--- config.mk ---
export PLATFORM = sky130hd
export DESIGN_NAME = debounce_channel
export DESIGN_NICKNAME = d
export VERILOG_FILES = /design/src/rtl/tb_switch_input_port_debounce_channel.sv
export SDC_FILE = /design/constraint.sdc
export NUM_CORES = 1
export LEC_CHECK = 0
export BUFFER_PORTS_ARGS = -buffer_cell sky130_fd_sc_hd__buf_2
export CORE_AREA = 2 2 39 41
export CTS_CLUSTER_DIAMETER = 80
export DETAILED_ROUTE_END_ITERATION = 8
export DIE_AREA = 0 0 41 43
export PLACE_DENSITY = 0.37
export SLEW_MARGIN = 20
export SYNTH_ARGS = -nofsm -noshare
export SYNTH_HDL_FRONTEND = slang
export SYNTH_SLANG_ARGS = --single-unit
export TNS_END_PERCENT = 30
--- constraint.sdc ---
create_clock -name i_clk -period 2.9 [get_ports i_clk]
set_input_delay 0.145 -clock i_clk [delete_from_list [all_inputs] [get_ports i_clk]]
set_output_delay 0.145 -clock i_clk [all_outputs]
set_load 0.02 [all_outputs]
--- src/rtl/tb_switch_input_port_debounce_channel.sv ---
// One switch channel: two-flop synchronizer followed by a tick-based
// debouncer. A new level is accepted only after DB_TICKS sample ticks of
// continuous disagreement with the current debounced level.
module debounce_channel #(
   parameter int DB_TICKS = 4
) (
   input  logic i_clk,
   input  logic i_rst_n,
   input  logic i_sw,
   input  logic i_tick,
   output logic o_level,
   output logic o_rise,
   output logic o_fall
);

   localparam int                CNT_W    = (DB_TICKS > 1) ? $clog2(DB_TICKS) : 1;
   localparam logic [CNT_W-1:0]  CNT_LAST = CNT_W'(DB_TICKS - 1);

   logic             r_sync1;
   logic             r_sync2;
   logic             r_level;
   logic [CNT_W-1:0] r_cnt;
   logic             w_mismatch;
   logic             w_accept;

   assign w_mismatch = r_sync2 ^ r_level;
   assign w_accept   = w_mismatch & i_tick & (r_cnt == CNT_LAST);

   // Rise/fall strobes coincide with the edge that updates the level.
   assign o_level = r_level;
   assign o_rise  = w_accept &  r_sync2;
   assign o_fall  = w_accept & ~r_sync2;

   // Synchronize the raw switch and qualify level changes over sample ticks.
   always_ff @(posedge i_clk) begin
      // NOTE: non-blocking assignments keep every flop sampling pre-edge values,
      // so r_sync2 really is one stage behind r_sync1.
      if (!i_rst_n) begin
         r_sync1 <= 1'b0;
         r_sync2 <= 1'b0;
         r_level <= 1'b0;
         r_cnt   <= '0;
      end else begin
         r_sync1 <= i_sw;
         r_sync2 <= r_sync1;
         if (!w_mismatch) begin
            // Any bounce back to the current level restarts qualification.
            r_cnt <= '0;
         end else if (i_tick) begin
            if (r_cnt == CNT_LAST) begin
               r_level <= r_sync2;
               r_cnt   <= '0;
            end else begin
               r_cnt <= r_cnt + CNT_W'(1);
            end
         end
      end
   end

endmodule

Word level (Yosys, flattened, before mapping) --
Index checks and enable logic that the tools add are counted.
Word-level totals: register bits after elaboration 5, logic and storage cells 15, output and inout port bits 3, input bits 4
Cells by class: equal/unequal tests 1, multiplexer cells 1, bitwise operators 6, add/sub/neg operators 1, reductions and logical operators 2
Operators by type and width (count):
- AND 1 bit | 4
- AND reduction 3 bit | 1
- adder 2 x 1 -> 2 bit, second input constant | 1
- == test 2 bit, second input constant | 1
- 2-to-1 mux 2 bit | 1
- AND reduction 2 bit | 1
- NOT 1 bit | 1
- bitwise XOR 1 bit | 1

Logic depth before layout (Yosys ltp) --
Gate-level depths: netlist (run 1).
depth after elaboration 4, depth in mapped cells 3, gate-level depth less buffers 3

Worst setup path before layout (run 1) --
No wires, ideal clock.
path kind register -> output, start point register r_cnt[0], end point output o_rise, required time 2755 ps, cell stages (with the launch flop) 4, slack 1626 ps, path buffers 0, data arrival time 1129 ps, cell sequence dfxtp_1 > ha_1 > nand2_1 > nor3b_1
On the way: word-level cells in the longest chain between the ends 3
RTL lines:
- start, declared | line 22 | logic [CNT_W-1:0] r_cnt;
- start signal, assigned | line 54 | r_cnt <= r_cnt + CNT_W'(1);
- == test 2 bit | line 27 | assign w_accept = w_mismatch & i_tick & (r_cnt == CNT_LAST);
- AND 1 bit | line 27
- AND 1 bit | line 31 | assign o_rise = w_accept & r_sync2;
- end, declared | line 12 | output logic o_rise,
No other way between the ends.

Final worst setup path (run 1) --
Ends and elaborated chain as after synthesis.

==> results.json, run 1 <==
{
  "post-synth-top-count-cell": "dfxtp_1",
  "start_util": 0.158,
  "antennaDiodeCount": 0,
  "crit_start": "r_cnt[0]",
  "max_clock_freq_mhz": 726,
  "syn_area_per_cell_um2": 10.4,
  "cp.required_ps": 2760,
  "syn_to_final_growth_pct": 34.9,
  "worst_slack_ps": 1520,
  "n_fill_cell": 154,
  "firstDrtPassIters": 2,
  "syn_area_um2": 219,
  "nNetsFinal": 37,
  "yosys-top-cells-count": "dfxtp_1, and2_1, nor3b_1",
  "syn_inst": 21,
  "gr-total-overflow": 0,
  "p_sw_mw": 0.0315,
  "p_leak_nw": 0.127,
  "timing.final.crit_share": 0.475,
  "die-area_um2": 1760,
  "synth_area_leader_cell": "dfxtp_1",
  "synth-seq-area-share": 0.457,
  "synthDistinctLibCells": 15,
  "grt.total_usage": 0.0553,
  "power_frac_clock": 0.501,
  "routed_wl_um": 327,
  "setup_viol": 0,
  "gp_congestion": 0.594,
  "core_um2": 1380,
  "worstReg2RegEnd": "r_cnt[0]",
  "worstSkewPairLatency_ps": 240,
  "period_minus_slack_ps": 1380,
  "drive_gt1_frac": 0.355,
  "r2r_cells": 3,
  "viasPerCell": 3.55,
  "final.setup.tns_ps": 0,
  "die_w_um": 41,
  "grt_antenna_before_repair": 0,
  "final_hold_viol_count": 0,
  "crit_type": "flop to output port",
  "ys.flop_type": "dfxtp_1",
  "ys_top_cells_by_area": "dfxtp_1, nor3b_1, a211oi_2",
  "sw_frac_of_total": 0.200,
  "cap_viol_max_count": 0,
  "grt_pass1_vias": 160,
  "synth.top_cell.area_share": 0.457,
  "cts_hold_buffers": 0,
  "ir_drop_mv": 0.152,
  "cp-end-kind": "output port",
  "root_buffer": "clkbuf_4",
  "ioPinCount": 7,
  "async_flop_share": 0,
  "wl_per_cell_um": 6.96,
  "path_clk_slew_ps": 40,
  "numCtsBuffers": 3,
  "num_rows": 14,
  "intPower_mw": 0.126,
  "cp.arrival_ps": 1230,
  "endpoint": "o_rise",
  "synth_edf_count": 0,
  "grt_max_degree": 7,
  "port_buffers": 6,
  "die_h_um": 43,
  "clockBufferDepth": 2,
  "htreeDepth": 1,
  "powerDensity_nw_per_um2": 535,
  "p_comb_frac": 0.046,
  "outcome": "completed",
  "grt_pass1_wl_um": 579,
  "finClkSkew_ps": 1.50,
  "cp_max_fo": 4,
  "ys_ff_latch": 5,
  "synth_nets": 26,
  "rsz0062_at_grt": "false",
  "ant_nets": 0,
  "pwr-share-seq": 0.452,
  "rr_startpoint": "r_cnt[0]",
  "hold_path_class": "input port to flop",
  "yosys_warnings": 0,
  "maxSlewViolCount": 0,
  "startpoint_type": "flop",
  "cts_setup_buffers": 0,
  "dp_slack_ps": 1750,
  "cts_tree": "done",
  "finalHoldWorstSlack_ps": 113,
  "tightest_slew_ps": 236,
  "cts.sinks": 5,
  "cts_resized": 0,
  "vias": 167,
  "r2r_setup_slack_ps": 1750,
  "drtIter0Drc": 1,
  "drc": 0,
  "slew-limit-headroom": 0.841
}
## registers in the layout, indices dropped and copies added, names as in the netlist
name and flops:
o_level 1, r_sync2 1, r_sync1 1, r_cnt 2
## worst max-delay path, stage by stage (launching register included)
cell	delay, ps
dfxtp_1	340
ha_1	210
nand2_1	80
nor3b_1	180
buf_2	190
## per-layer routing
| metal | vias up | track usage | part of all wire | wire (um) |
|---|---|---|---|---|
| met5 | - | 0 | 0 | 0 |
| li1 | 94 | - | - | - |
| met3 | 0 | 0.0471 | 0.083 | 27 |
| met1 | 69 | 0.0647 | 0.46 | 152 |
| met4 | 0 | 0.0600 | 0 | 0 |
| met2 | 4 | 0.0531 | 0.45 | 147 |
## cell families (layout without fill, tap and decap cells)
group / after synthesis / after routing / synth area share
DFF: 5 / 5 / 0.457
and+or+nand+nor: 9 / 9 / 0.257
buffers and inverters: 1 / 11 / 0.0171
adders and majority gates: 1 / 1 / 0.0571
xor gates and xnor gates: 1 / 1 / 0.0400
AOI/OAI and AO/OA: 3 / 3 / 0.126
muxes: 1 / 1 / 0.0457
## layout by cell type, fill, tap and decap left out
cell / n
inv_1: 1
nand2b_1: 1
clkbuf_4: 3
nand3_1: 1
a211oi_2: 1
and2_1: 2
nand2_1: 1
mux2i_1: 1
or3b_1: 1
a21oi_1: 1
clkbuf_1: 1
buf_2: 6
nor3_1: 1
nor3b_1: 2
dfxtp_1: 5
xnor2_1: 1
ha_1: 1
a21bo_2: 1
## metrics by stage
| stage | util | total power [mW] | instance area (um^2) | cells |
|---|---|---|---|---|
| floorplan | - | 0.0765 | 219 | 21 |
| global placement | 0.194 | 0.0801 | 269 | 43 |
| detailed placement | 0.194 | 0.0803 | 269 | 43 |
| CTS | 0.213 | 0.163 | 295 | 47 |
| global route | 0.213 | 0.168 | 295 | 47 |
| finish | 0.213 | 0.158 | 295 | 47 |
## power by group through the flow
| stage | Clock [mW] | Combinational [mW] | Sequential (mW) |
|---|---|---|---|
| after floorplan | 0 | 0.00403 | 0.0725 |
| after global routing | 0.0877 | 0.00859 | 0.0716 |
| final | 0.0792 | 0.00733 | 0.0715 |
| after CTS | 0.0843 | 0.00752 | 0.0715 |
| after detailed placement | 0 | 0.00753 | 0.0727 |
| after global placement | 0 | 0.00741 | 0.0727 |
## cell type report
cell class / count / area, um^2 / area share
Sequential cell: 5 / 100 / 0.339
Inverter: 1 / 3.75 / 0.0127
Multi-Input combinational cell: 15 / 115 / 0.390
Tap cell: 16 / 20.0 / 0.0678
Clock buffer: 4 / 26.3 / 0.0890
Timing Repair Buffer: 6 / 30.0 / 0.102
## how the worst min path moves through the flow
stage	slack (ps)	cells past startpoint	from	to
2_1_floorplan	270	1	i_rst_n	r_sync1
3_3_place_gp	360	2	i_sw	r_sync1
3_5_place_dp	360	2	i_sw	r_sync1
4_1_cts	100	2	i_sw	r_sync1
5_1_grt	110	2	i_sw	r_sync1
6_report	110	2	i_sw	r_sync1
No activity file was read; power rests on OpenSTA's default activity.
==> run 2, diff against run 1 <==
==> constraint.sdc (replaced) <==
create_clock -name i_clk -period 1.4 [get_ports i_clk]
set_input_delay 0.07 -clock i_clk [delete_from_list [all_inputs] [get_ports i_clk]]
set_output_delay 0.07 -clock i_clk [all_outputs]
set_load 0.02 [all_outputs]
==> results.json, run 2 (synthesis results as in run 1) <==
{
  "outcome": "completed",
  "grt_max_degree": 7,
  "grt.total_usage": 0.0644,
  "vias": 175,
  "htreeDepth": 1,
  "period_minus_slack_ps": 1290,
  "port_buffers": 6,
  "crit_type": "flop to output port",
  "core_um2": 1380,
  "timing.final.crit_share": 0.925,
  "setup_viol": 0,
  "ir_drop_mv": 0.344,
  "cp.required_ps": 1330,
  "die_h_um": 43,
  "cp.arrival_ps": 1220,
  "grt_antenna_before_repair": 0,
  "wl_per_cell_um": 8.21,
  "final.setup.tns_ps": 0,
  "cts.sinks": 5,
  "p_leak_nw": 0.124,
  "fin_cells": 47,
  "most-common-layout-cells": "buf_2, dfxtp_1, clkbuf_4",
  "ant_nets": 0,
  "rsz0062_at_grt": "false",
  "routed_wl_um": 386,
  "die-area_um2": 1760,
  "ioPinCount": 7,
  "placed_cell_area_um2": 269,
  "r2r_setup_slack_ps": 280,
  "finClkSkew_ps": 7.04,
  "top_register": "r_cnt",
  "largest_reg_flops": 2,
  "hold_path_class": "input port to flop",
  "firstDrtPassIters": 2,
  "slew-limit-headroom": 0.847,
  "drtIter0Drc": 4,
  "numCtsBuffers": 3,
  "cts_setup_buffers": 0,
  "startpoint_type": "flop",
  "powerDensity_nw_per_um2": 1080,
  "cp_max_fo": 4,
  "root_buffer": "clkbuf_4",
  "maxSlewViolCount": 0,
  "grt_pass1_wl_um": 634,
  "num_rows": 14,
  "syn_to_final_growth_pct": 40.6,
  "start_util": 0.158,
  "die_w_um": 41,
  "viasPerCell": 3.72,
  "max_clock_freq_mhz": 773,
  "path_clk_slew_ps": 50,
  "drc": 0,
  "final_hold_viol_count": 0,
  "fin_area_um2": 308,
  "gr-total-overflow": 0,
  "dp_hpwl_um": 293,
  "antennaDiodeCount": 0,
  "cap_viol_max_count": 0,
  "finalHoldWorstSlack_ps": 50.8,
  "clockBufferDepth": 2,
  "dpl.cell_count": 43,
  "grt_pass1_vias": 155,
  "nNetsFinal": 37,
  "cp-end-kind": "output port",
  "tightest_slew_ps": 228,
  "drive_gt1_frac": 0.387,
  "worstSkewPairLatency_ps": 240,
  "cts_tree": "done",
  "layout_commonest_cell": "buf_2",
  "gp_congestion": 0.563
}
## run 2: cell counts in the layout (fill, tap and decap cells not counted)
No cell type changed its count.
## run 2: what timing repair did
item,CTS,global route
endpoints found under the hold margin,0,0
hold buffers,0,0
endpoints found under the setup margin,0,2
resized for setup,0,2
## run 2: power by group
part | internal [mW] | switching, mW
combinational | 0.00831 | 0.00719
clock | 0.108 | 0.0600
sequential | 0.146 | 0.00216
## run 2: final timing paths
check,startpoint,end,cells after the start
max,r_cnt[0],o_rise,4
min,i_sw,r_sync1,2
max reg2reg,r_cnt[0],r_cnt[0],3
min reg2reg,r_sync1,r_sync2,1
## run 2: layout make-up
type,count,area (um^2)
clock buffer,4,26.3
timing repair buffer,6,30.0
fill,149,1080
multi-input combinational,15,128
inverter,1,3.75
tap,16,20.0
sequential,5,100
## run 2: critical path: stages, from the launching register on
cell	delay [ps]
dfxtp_1	380
ha_4	160
nand2_1	70
nor3b_1	180
buf_2	190
## run 2: stage by stage
stage | power, mW | utilization | worst slack, ps
floorplan | 0.158 | - | 201
global placement | 0.166 | 0.194 | 257
detailed placement | 0.166 | 0.194 | 234
CTS | 0.339 | 0.213 | 52.3
global route | 0.356 | 0.222 | 3.91
finish | 0.332 | 0.222 | 106
## run 2: metal layers
layer  part of all wire  track usage  wire (um)  vias up
met2               0.46       0.0719        176        6
met4                  0       0.0600          0        0
met5                  0            0          0        -
met1               0.44       0.0647        170       76
met3              0.098       0.0628         38        0
li1                   -            -          -       93
